`src/rtl/uart_rx_fifo.sv`:
```
// UART receiver with majority-vote sampling, 5-8 data bits, parity, 1/2 stop bits and a show-ahead FIFO.
// Push lands at mid last stop bit; rd_data is combinational from the head; UART_RX_TIMEOUT_EN adds an idle timeout.
module uart_rx_fifo #(
  parameter int FIFO_DEPTH = 16,
  parameter int OVERSAMPLE = 16,
  parameter int BAUD_W     = 16
) (
  input  logic                            ACLK,
  input  logic                            ARESET,
  input  logic [BAUD_W-1:0]               baud_div,
  input  logic [1:0]                      data_bits,
  input  logic                            parity_en,
  input  logic                            parity_odd0_even1,
  input  logic                            two_stop,
  input  logic                            rx_en,
  input  logic                            RX,
  input  logic                            rd_en,
  output logic [7:0]                      rd_data,
  output logic                            rd_valid,
  output logic [$clog2(FIFO_DEPTH):0]     fifo_level,
  input  logic [$clog2(FIFO_DEPTH):0]     rx_thresh,
  output logic                            rx_int,
  output logic                            parity_err,
  output logic                            frame_err,
  output logic                            overflow,
  input  logic                            err_clr,
  output logic                            rx_timeout
);

  localparam int AW = $clog2(FIFO_DEPTH);
  localparam int LW = AW + 1;
  localparam int SW = $clog2(OVERSAMPLE);

  typedef enum logic [2:0] {IDLE, START, DATA, PARITY, STOP1, STOP2} state_t;

  state_t            state, state_n;
  logic              rx_s1, rx_s2, rx_d;
  logic [BAUD_W-1:0] cnt;
  logic [SW-1:0]     samp_cnt;
  logic              s0, s1;
  logic [7:0]        shreg;
  logic [2:0]        bit_cnt;
  logic              char_perr, char_ferr;
  logic              push;

  logic [7:0]        mem [FIFO_DEPTH];
  logic [AW-1:0]     wptr, rptr;
  logic [LW-1:0]     level;

  logic fall, tick, tick_run, decide, bit_end, vote, start_go;
  logic do_pop, do_push, full, exp_par;
  logic [2:0] last_bit;

  assign fall     = rx_d & ~rx_s2;
  assign tick     = tick_run && (cnt == '0);
  assign decide   = tick && (samp_cnt == SW'(OVERSAMPLE/2 + 1));
  assign bit_end  = tick && (samp_cnt == SW'(OVERSAMPLE - 1));
  assign vote     = (s0 & s1) | (s0 & rx_s2) | (s1 & rx_s2);
  assign start_go = (state == IDLE) && (state_n == START);
  assign last_bit = {1'b0, data_bits} + 3'd4;
  assign exp_par  = (^shreg) ^ ~parity_odd0_even1;

`ifdef UART_RX_TIMEOUT_EN
  assign tick_run = (state != IDLE) || (level != '0);
`else
  assign tick_run = (state != IDLE);
`endif

  always_ff @(posedge ACLK or posedge ARESET) begin
    if (ARESET) state <= IDLE;
    else        state <= state_n;
  end

  always_comb begin
    state_n = state;
    push    = 1'b0;
    case (state)
      IDLE:   if (rx_en && fall) state_n = START;
      START:  if (decide && vote) state_n = IDLE;
              else if (bit_end)   state_n = DATA;
      DATA:   if (bit_end && bit_cnt == last_bit)
                state_n = parity_en ? PARITY : STOP1;
      PARITY: if (bit_end) state_n = STOP1;
      STOP1:  if (decide && !two_stop) begin
                push    = 1'b1;
                state_n = IDLE;
              end else if (bit_end) begin
                state_n = STOP2;
              end
      STOP2:  if (decide) begin
                push    = 1'b1;
                state_n = IDLE;
              end
      default: state_n = IDLE;
    endcase
    if (!rx_en) begin
      state_n = IDLE;
      push    = 1'b0;
    end
  end

  always_ff @(posedge ACLK or posedge ARESET) begin
    if (ARESET) begin
      rx_s1     <= 1'b1;
      rx_s2     <= 1'b1;
      rx_d      <= 1'b1;
      cnt       <= '0;
      samp_cnt  <= '0;
      s0        <= 1'b1;
      s1        <= 1'b1;
      shreg     <= '0;
      bit_cnt   <= '0;
      char_perr <= 1'b0;
      char_ferr <= 1'b0;
    end else begin
      rx_s1 <= RX;
      rx_s2 <= rx_s1;
      rx_d  <= rx_s2;
      // The start edge realigns the bit clock to the incoming frame.
      if (start_go) begin
        cnt      <= baud_div;
        samp_cnt <= '0;
      end else if (tick_run) begin
        if (cnt == '0) begin
          cnt      <= baud_div;
          samp_cnt <= (samp_cnt == SW'(OVERSAMPLE - 1)) ? '0 : samp_cnt + 1'b1;
        end else begin
          cnt <= cnt - 1'b1;
        end
      end
      if (tick && samp_cnt == SW'(OVERSAMPLE/2 - 1)) s0 <= rx_s2;
      if (tick && samp_cnt == SW'(OVERSAMPLE/2))     s1 <= rx_s2;
      if (start_go) begin
        shreg     <= '0;
        bit_cnt   <= '0;
        char_perr <= 1'b0;
        char_ferr <= 1'b0;
      end else begin
        if (state == DATA && decide)  shreg[bit_cnt] <= vote;
        if (state == DATA && bit_end) bit_cnt <= bit_cnt + 1'b1;
        if (state == PARITY && decide) char_perr <= (vote != exp_par);
        if (state == STOP1 && decide && !vote) char_ferr <= 1'b1;
      end
    end
  end

  assign do_pop  = rd_en && (level != '0);
  assign full    = (level == LW'(FIFO_DEPTH));
  assign do_push = push && (!full || do_pop);

  always_ff @(posedge ACLK) begin
    if (do_push) mem[wptr] <= shreg;
  end

  always_ff @(posedge ACLK or posedge ARESET) begin
    if (ARESET) begin
      wptr  <= '0;
      rptr  <= '0;
      level <= '0;
    end else begin
      if (do_push) wptr <= wptr + 1'b1;
      if (do_pop)  rptr <= rptr + 1'b1;
      case ({do_push, do_pop})
        2'b10:   level <= level + 1'b1;
        2'b01:   level <= level - 1'b1;
        default: level <= level;
      endcase
    end
  end

  // Flag sets take priority over a simultaneous clear so no event is lost.
  always_ff @(posedge ACLK or posedge ARESET) begin
    if (ARESET) begin
      parity_err <= 1'b0;
      frame_err  <= 1'b0;
      overflow   <= 1'b0;
    end else begin
      if (push && char_perr)              parity_err <= 1'b1;
      else if (err_clr)                   parity_err <= 1'b0;
      if (push && (char_ferr || !vote))   frame_err  <= 1'b1;
      else if (err_clr)                   frame_err  <= 1'b0;
      if (push && full && !do_pop)        overflow   <= 1'b1;
      else if (err_clr)                   overflow   <= 1'b0;
    end
  end

`ifdef UART_RX_TIMEOUT_EN
  localparam int LIMIT = 40 * OVERSAMPLE;
  localparam int TW    = $clog2(LIMIT + 1);
  logic [TW-1:0] idle_cnt;
  logic          to_hit;

  assign to_hit = tick && (state == IDLE) && (level != '0) && !do_pop &&
                  (idle_cnt == TW'(LIMIT - 1));

  always_ff @(posedge ACLK or posedge ARESET) begin
    if (ARESET) begin
      idle_cnt   <= '0;
      rx_timeout <= 1'b0;
    end else begin
      if (do_push || do_pop || level == '0)
        idle_cnt <= '0;
      else if (tick && state == IDLE && idle_cnt != TW'(LIMIT))
        idle_cnt <= idle_cnt + 1'b1;
      if (to_hit)                 rx_timeout <= 1'b1;
      else if (do_pop || err_clr) rx_timeout <= 1'b0;
    end
  end
`else
  assign rx_timeout = 1'b0;
`endif

  assign fifo_level = level;
  assign rd_valid   = (level != '0);
  assign rd_data    = rd_valid ? mem[rptr] : 8'h00;
  assign rx_int     = ((level >= rx_thresh) && (rx_thresh != '0)) || overflow || rx_timeout;

endmodule

```
`config.mk`:
```
export PLATFORM = sky130hd
export DESIGN_NAME = uart_rx_fifo
export DESIGN_NICKNAME = d
export VERILOG_FILES = /design/src/rtl/uart_rx_fifo.sv
export SDC_FILE = /design/constraint.sdc
export NUM_CORES = 1
export LEC_CHECK = 0
export ABC_AREA = 1
export CORE_AREA = 2 2 162 195
export CTS_BUF_LIST = sky130_fd_sc_hd__clkbuf_16
export CTS_CLUSTER_DIAMETER = 200
export DETAILED_ROUTE_END_ITERATION = 12
export DIE_AREA = 0 0 164 197
export DONT_BUFFER_PORTS = 1
export PLACE_DENSITY = 0.41
export SLEW_MARGIN = 20
export SYNTH_ARGS = -nofsm -noshare
export SYNTH_HDL_FRONTEND = slang
export SYNTH_SLANG_ARGS = --single-unit
```
`constraint.sdc`:
```
create_clock -name ACLK -period 8.1 [get_ports ACLK]
set_input_delay 0.405 -clock ACLK [delete_from_list [all_inputs] [get_ports ACLK]]
set_output_delay 0.405 -clock ACLK [all_outputs]
set_load 0.005 [all_outputs]
```
# After elaboration in Yosys (flattened, before gate mapping)
# Memory sizes are Yosys's and may differ from the RTL's.
# Cells that the tools add are included.
op_classes:
  addsub: 8
  order_cmp: 3
  eq_ne: 15
  mux: 41
  n_bitwise: 9
  reduce_logical: 47
ops:
  columns: ["operator", "count"]
  rows:
  - ["$mux W16", 3]
  - ["$mux W3", 12]
  - ["$mux W8", 3]
  - ["$logic_and A1 B1 Y1", 23]
  - ["$reduce_bool A2 Y1", 10]
  - ["$pmux W3 S6", 1]
  - ["$logic_not A16 Y1", 1]
  - ["$mux W4", 4]
  - ["$sub A16 B1 Y16 const B", 1]
  - ["$mux W1", 14]
  - ["$add A4 B1 Y4 const B", 3]
  - ["$eq A4 B4 Y1 const B", 3]
  - ["$pmux W5 S2", 1]
  - ["$reduce_bool A5 Y1", 2]
  - ["$bwmux W8", 1]
  - ["$reduce_xor A8 Y1", 1]
  - ["$eq A3 B1 Y1 const B", 2]
  - ["$eq A3 B2 Y1 const B", 2]
  - ["$eq A3 B3 Y1 const B", 2]
  - ["$add A5 B1 Y5 const B", 1]
  - ["$eq A5 B5 Y1 const B", 1]
  - ["$ge A5 B5 Y1", 1]
  - ["$sub A5 B1 Y5 const B", 1]
  - ["$and A1 B1 Y1", 4]
  - ["other kinds (19)", 26]
totals:
  regBits: 57
  mem_bits_rw: 128
  input_bits: 32
  elab_cells: 142
  memories: 1
memory_table:
  columns: ["memory", "depth", "word_bits", "rd", "rd_ports_with_merged_regs", "write_ports", "line_no", "source"]
  rows:
  - ["mem", 16, 8, 1, 0, 1, "46", "logic [7:0] mem [FIFO_DEPTH];"]

# Logic depth before layout (Yosys ltp)
logic_depth:
  ltp_word: 11
  mapped_depth: 18
  ltp_nobuf: 18

# Worst setup path after synthesis
# Ideal clock, no wire load.
synth_timing:
  path_type: "register to register"
  from: "register cnt[0]"
  to: "register level[4] (netlist: fifo_level[4])"
  arrival_ns: 2.426
  required_time_ns: 7.982
  slack_ns: 5.556
  path_stages_with_launch: 18
  path_cell_list: "dfrtp_1 -> inv_1 -> ha_1 -> nand2_1 -> nor2_1 -> nand2_1 -> nor2_2 -> o2111ai_1 -> nand2_1 -> inv_1 -> ha_1 -> inv_1 -> o21bai_1 -> a31oi_1 -> nand2_1 -> nand2_1 -> xor2_1 -> inv_1"
synth_via:
  elab_chain_cells: 10
  elab_cells_between_ends: 13
  cone_classes: "eq/ne: 2; mux: 5; reduce/logical: 6"
synth_rtl:
  columns: ["element", "line_no", "source"]
  rows:
  - ["start, declared", "38", "logic [BAUD_W-1:0] cnt;"]
  - ["start signal, assigned", "121", "cnt <= baud_div;"]
  - ["start signal, assigned", "125", "cnt <= baud_div;"]
  - ["start signal, assigned", "128", "cnt <= cnt - 1'b1;"]
  - ["$logic_not A16 Y1 *", "55", "assign tick = tick_run && (cnt == '0);"]
  - ["$logic_and A1 B1 Y1 *", "55", null]
  - ["$logic_and A1 B1 Y1 *", "56", "assign decide = tick && (samp_cnt == SW'(OVERSAMPLE/2 + 1));"]
  - ["$logic_and A1 B1 Y1", "84", "STOP1: if (decide && !two_stop) begin"]
  - ["$mux W1", "84", null]
  - ["$pmux W1 S2 *", "77", "case (state)"]
  - ["$mux W1 *", "96", "if (!rx_en) begin"]
  - ["$logic_and A1 B1 Y1 *", "149", "assign do_push = push && (!full || do_pop);"]
  - ["$eq A2 B1 Y1 or $eq A2 B2 Y1 (tied branches)", "163", "case ({do_push, do_pop})"]
  - ["$pmux W5 S2 or $reduce_bool A2 Y1 (tied branches)", null, null]
  - ["end signal, assigned", "164", "2'b10: level <= level + 1'b1;"]
  - ["end signal, assigned", "165", "2'b01: level <= level - 1'b1;"]
  - ["end signal, assigned", "166", "default: level <= level;"]
  - ["end, declared", "48", "logic [LW-1:0] level;"]
# Mark *: on every way between the ends. The rest lies on a longest branch, timed or not.
# A chain may end at the register's enable or synchronous reset.

# Final worst setup path
layout_timing:
  from: "register rptr[0]"
  to: "output port rd_data[2]"
layout_via:
  elab_chain_cells: 2
layout_rtl:
  columns: ["element", "line_no", "source"]
  rows:
  - ["start, declared", "47", "logic [AW-1:0] wptr, rptr;"]
  - ["start signal, assigned", "162", "if (do_pop) rptr <= rptr + 1'b1;"]
  - ["$mem_v2 Z16 W8", null, null]
  - ["$mux W8", "215", "assign rd_data = rd_valid ? mem[rptr] : 8'h00;"]
  - ["end, declared", "18", "output logic [7:0] rd_data,"]
# Every way passes these cells.

==> run summary <==
The flow ran to the end, and the final reports show no timing, DRC or antenna violations. After synthesis, the cell types taking the most area are edfxtp_1 43%, dfrtp_1 14%, o21ai_0 5.9%. Power spread over the standard cell area amounts to 231 nW/um^2. The routed wire length came out at around 24 mm. Of all nets on the critical path, the largest fanout is 67.

The fraction of registers with async set or reset after synthesis came out at 0.308. The cell with the biggest individual delay on the critical path is buf_4. The detailed-route DRC error count is 0. The count of boundary I/O pins came out at 51. The highest attainable clock frequency is just under 300 MHz.

The count of routing violations after the opening detailed-route iteration came out at 344. The H-tree was split into 4 levels. At the worst endpoint, the required time is between 7 and 8 ns. The number of violations of the max-capacitance limit came out at 0. The via count of the first global-routing pass came out at around 6,400.

After clock tree synthesis, the setup repair step added 0 buffers. The post-synthesis average cell area is about 10 um^2. The cell taking the most area after synthesis is edfxtp_1. The net count after synthesis came out at 955. The nature of the critical path endpoint is a primary output.

After synthesis, the most frequently instantiated cells are 142 x nand2_1, 133 x nor2_1, 128 x edfxtp_1. In this run the most critical hold path is launched from err_clr. The max-slew violation count came to 0. Setup repair after global routing left no endpoint under its margin. For hold timing, the worst endpoint is frame_err$_DFFE_PP0P_. The number of cells traversed by the worst register-to-register path is 17. The register bit count reported by yosys is 185. The congestion estimate from routability-driven global placement came to roughly 0.78. The first detailed-routing pass ran for 5 iterations.

The measured slew at the worst slew-check pin came out at around 0.9 ns. The overall die width came out at 164 um. The count of endpoints failing setup in the final report is 0. For the finished layout, the period the worst path requires is 3.44 ns. The starting density of the core is 0.297.

Setup total negative slack on the finished layout was measured at 0 ns. The count of different cell masters after synthesis came out at 47. The clock arrives with between 0.01 and 0.015 ns of skew. From bottom edge to top edge, the die measures between 150 and 200 um.

The count of endpoints failing hold in the final timing report came out at 0. The number of core rows is 70. The final design instance area without fill is ~10,000 um^2.

The number of buffers added on ports came out at 0. Summing over every cut layer, the via total after detailed routing is 6,176. The number of placed cells counting well taps is ~1,300.

The number of instances in the synthesized netlist is 903. For this run the aggregate overflow at the end of global routing stands at 0. The type of origin of the critical path is a flip-flop. The arrival time at the worst endpoint is slightly above 3 ns. The HPWL after detailed placement came out at about 16 mm. The delay of the slowest cell on the worst path came out at approximately 0.54 ns. The share of the clock period used by the worst path after layout is 0.425. The first global-routing pass estimated 37.3 mm of wire. Once the clock tree was built, the resizer swapped 0 gates to a different size. The number of antenna violations at the first check in global routing is 0. The clock tree buffer depth is 2. The number of flops mapped to enable cells by yosys came out at approximately 130. The total clock buffers created by CTS is 17. Headroom to the max-slew limit came out at 0.397.

The average wire length per cell after detail routing came out at 18.3 um. In the final layout, the share of cells above drive strength 1 is 0.0947. The TritonCTS clock tree is yes. The cell area after placement came out at 9430 um^2. The most used flip-flop cell after synthesis is edfxtp_1.

The leakage power summed over all cells came out at approximately 4 nW. The worst register-to-register path ends at fifo_level[4]$_DFFE_PP0P_. For this run, the number of Yosys warnings is 0. The storage element area came out at around 5300 um^2. The number of nets with antenna violations after routing came out at 0. The global-route total usage across every layer is 0.156. The final cell count without fillers is between 1,000 and 1,500.

From synthesis to final layout, the design area changed by 11.3%. The number of clock sinks came out at around 190. The signal on the critical path passes through buf_4 > inv_2 > buf_4 > o21ai_0 > o22ai_1 > nor2_1 > nor2_1 > o21ai_0 > a21oi_1.

Counting instances, the worst hold path has a depth of 1. The routed via count divided by cell count is roughly 4.7. The critical path is of the flip-flop to primary output type. The pin count of the biggest net entering global routing is a little under 70.

The worst reg2reg path startpoint is fifo_level[0]$_DFFE_PP0P_. The largest vdd supply drop came out at ~0.12 mV. The area share of the leading cell type in the synthesized netlist came out at 0.426. The worst slack on hold paths came out at roughly 0.07 ns. The filler cells instantiated in the layout total 3,183. Overall power consumption after layout is estimated at between 2 and 2.5 mW. The antenna cell count came out at 0. Clock latency on the worst-skew pair, taken at its later pin, is between 0.4 and 0.5 ns. The synthesized cell area is about 9000 um^2.

The clock-pin slew of the registers on the worst-case setup and hold paths came out at about 0.070 ns. The share of the yosys chip area belonging to registers is 0.585. The area of the die came out at about 32,000 um^2. The number of hold buffers added after cts came out at 1. In this run the register-to-register setup slack is a little under 5 ns.

The tree is rooted in a clkbuf_16. At the end of the flow, the number of nets in the layout was between 900 and 1,000. The combined area of the multi-input logic cells came out at 3310 um^2.

By instance count, the leading cell after synthesis is nand2_1. The path class of the tightest hold or removal check is primary input to flip-flop. The core box area is slightly above 30,000 um^2.
==> worst max path at each step <==
| stage | startpoint | end | slack (ns) | depth (start not counted) |
|---|---|---|---|---|
| CTS | rptr[0]$_DFFE_PP0P_ | rd_data[2] | 4.61 | 9 |
| global route | rptr[0]$_DFFE_PP0P_ | rd_data[2] | 4.41 | 9 |
| finish | rptr[0]$_DFFE_PP0P_ | rd_data[2] | 4.66 | 9 |
| global placement | fifo_level[0]$_DFFE_PP0P_ | fifo_level[4]$_DFFE_PP0P_ | 4.77 | 16 |
| detailed placement | fifo_level[0]$_DFFE_PP0P_ | fifo_level[4]$_DFFE_PP0P_ | 4.72 | 17 |
| floorplan | cnt[0]$_DFFE_PP0P_ | fifo_level[4]$_DFFE_PP0P_ | 5.56 | 17 |
==> routing by layer <==
metal,global-route usage,routed length [um]
met2,0.281,12500
met1,0.184,10100
met3,0.0337,803
met4,0.0442,367
met5,0,0
==> area by class of cell <==
class	instances	area share
inverter	75	0.0280
sequential	185	0.525
clock inverter	15	0.0183
multi-input combinational	607	0.330
tap	396	0.0493
clock buffer	17	0.0423
timing repair buffer	9	0.00697
==> stage by stage <==
stage / worst slack (ns) / utilization
after floorplan: 5.56 / -
after global placement: 4.77 / 0.310
after detailed placement: 4.72 / 0.310
after CTS: 4.61 / 0.331
after global routing: 4.41 / 0.331
final: 4.66 / 0.331
==> where the power goes <==
part	total, mW	leakage, nW	internal [mW]	switching (mW)
combinational	0.345	1.71	0.134	0.211
sequential	1.09	1.91	1.04	0.0506
clock	0.877	0.305	0.513	0.364
==> logic make-up (layout without fill, tap and decap cells) <==
logic type               count (synthesis)  after routing  synth area share
flip-flops                             185            185             0.585
XOR/XNOR                                31             31            0.0301
other                                    1              1          0.000416
adder cells (fa/ha/maj)                 20             20            0.0286
AO/OA/AOI/OAI                          182            182             0.118
multiplexers                             2              2           0.00250
AND/OR/NAND/NOR                        371            371             0.188
buffers and inverters                  111            116            0.0487
==> flip-flops by register name, indices dropped and copies added (netlist names), 3 cells and up <==
signal	count
shreg	8
bit_cnt	3
cnt	16
wptr	4
state	3
rptr	4
mem	128
fifo_level	5
samp_cnt	4
==> worst max-delay path, delay by kind of cell, from the launching register on <==
| kind | cells | cell delay (ns) |
|---|---|---|
| AOI/OAI and AO/OA | 4 | 0.80 |
| buffers and inverters | 3 | 1.17 |
| and+or+nand+nor | 2 | 0.20 |
| DFF | 1 | 0.38 |
==> placed cells by master, fill, tap and decap left out, drive strengths merged, types with 2 or more instances in the layout <==
cell / synthesis / routed
inv: 74 / 78
clkbuf: 28 / 17
bufinv: 0 / 4
clkinv: 1 / 7
nand2: 149 / 149
o22ai: 13 / 13
ha: 19 / 19
o221ai: 22 / 22
xor2: 20 / 20
nand3: 51 / 51
o21ai: 108 / 108
nand4: 10 / 10
xnor2: 11 / 11
a31oi: 4 / 4
mux2: 2 / 2
nor2: 148 / 148
edfxtp: 128 / 128
nor3: 11 / 11
buf: 8 / 8
o21bai: 4 / 4
dfrtp: 52 / 52
a21oi: 26 / 26
dfstp: 5 / 5
Note: power is estimated with default switching activity, not from simulation.
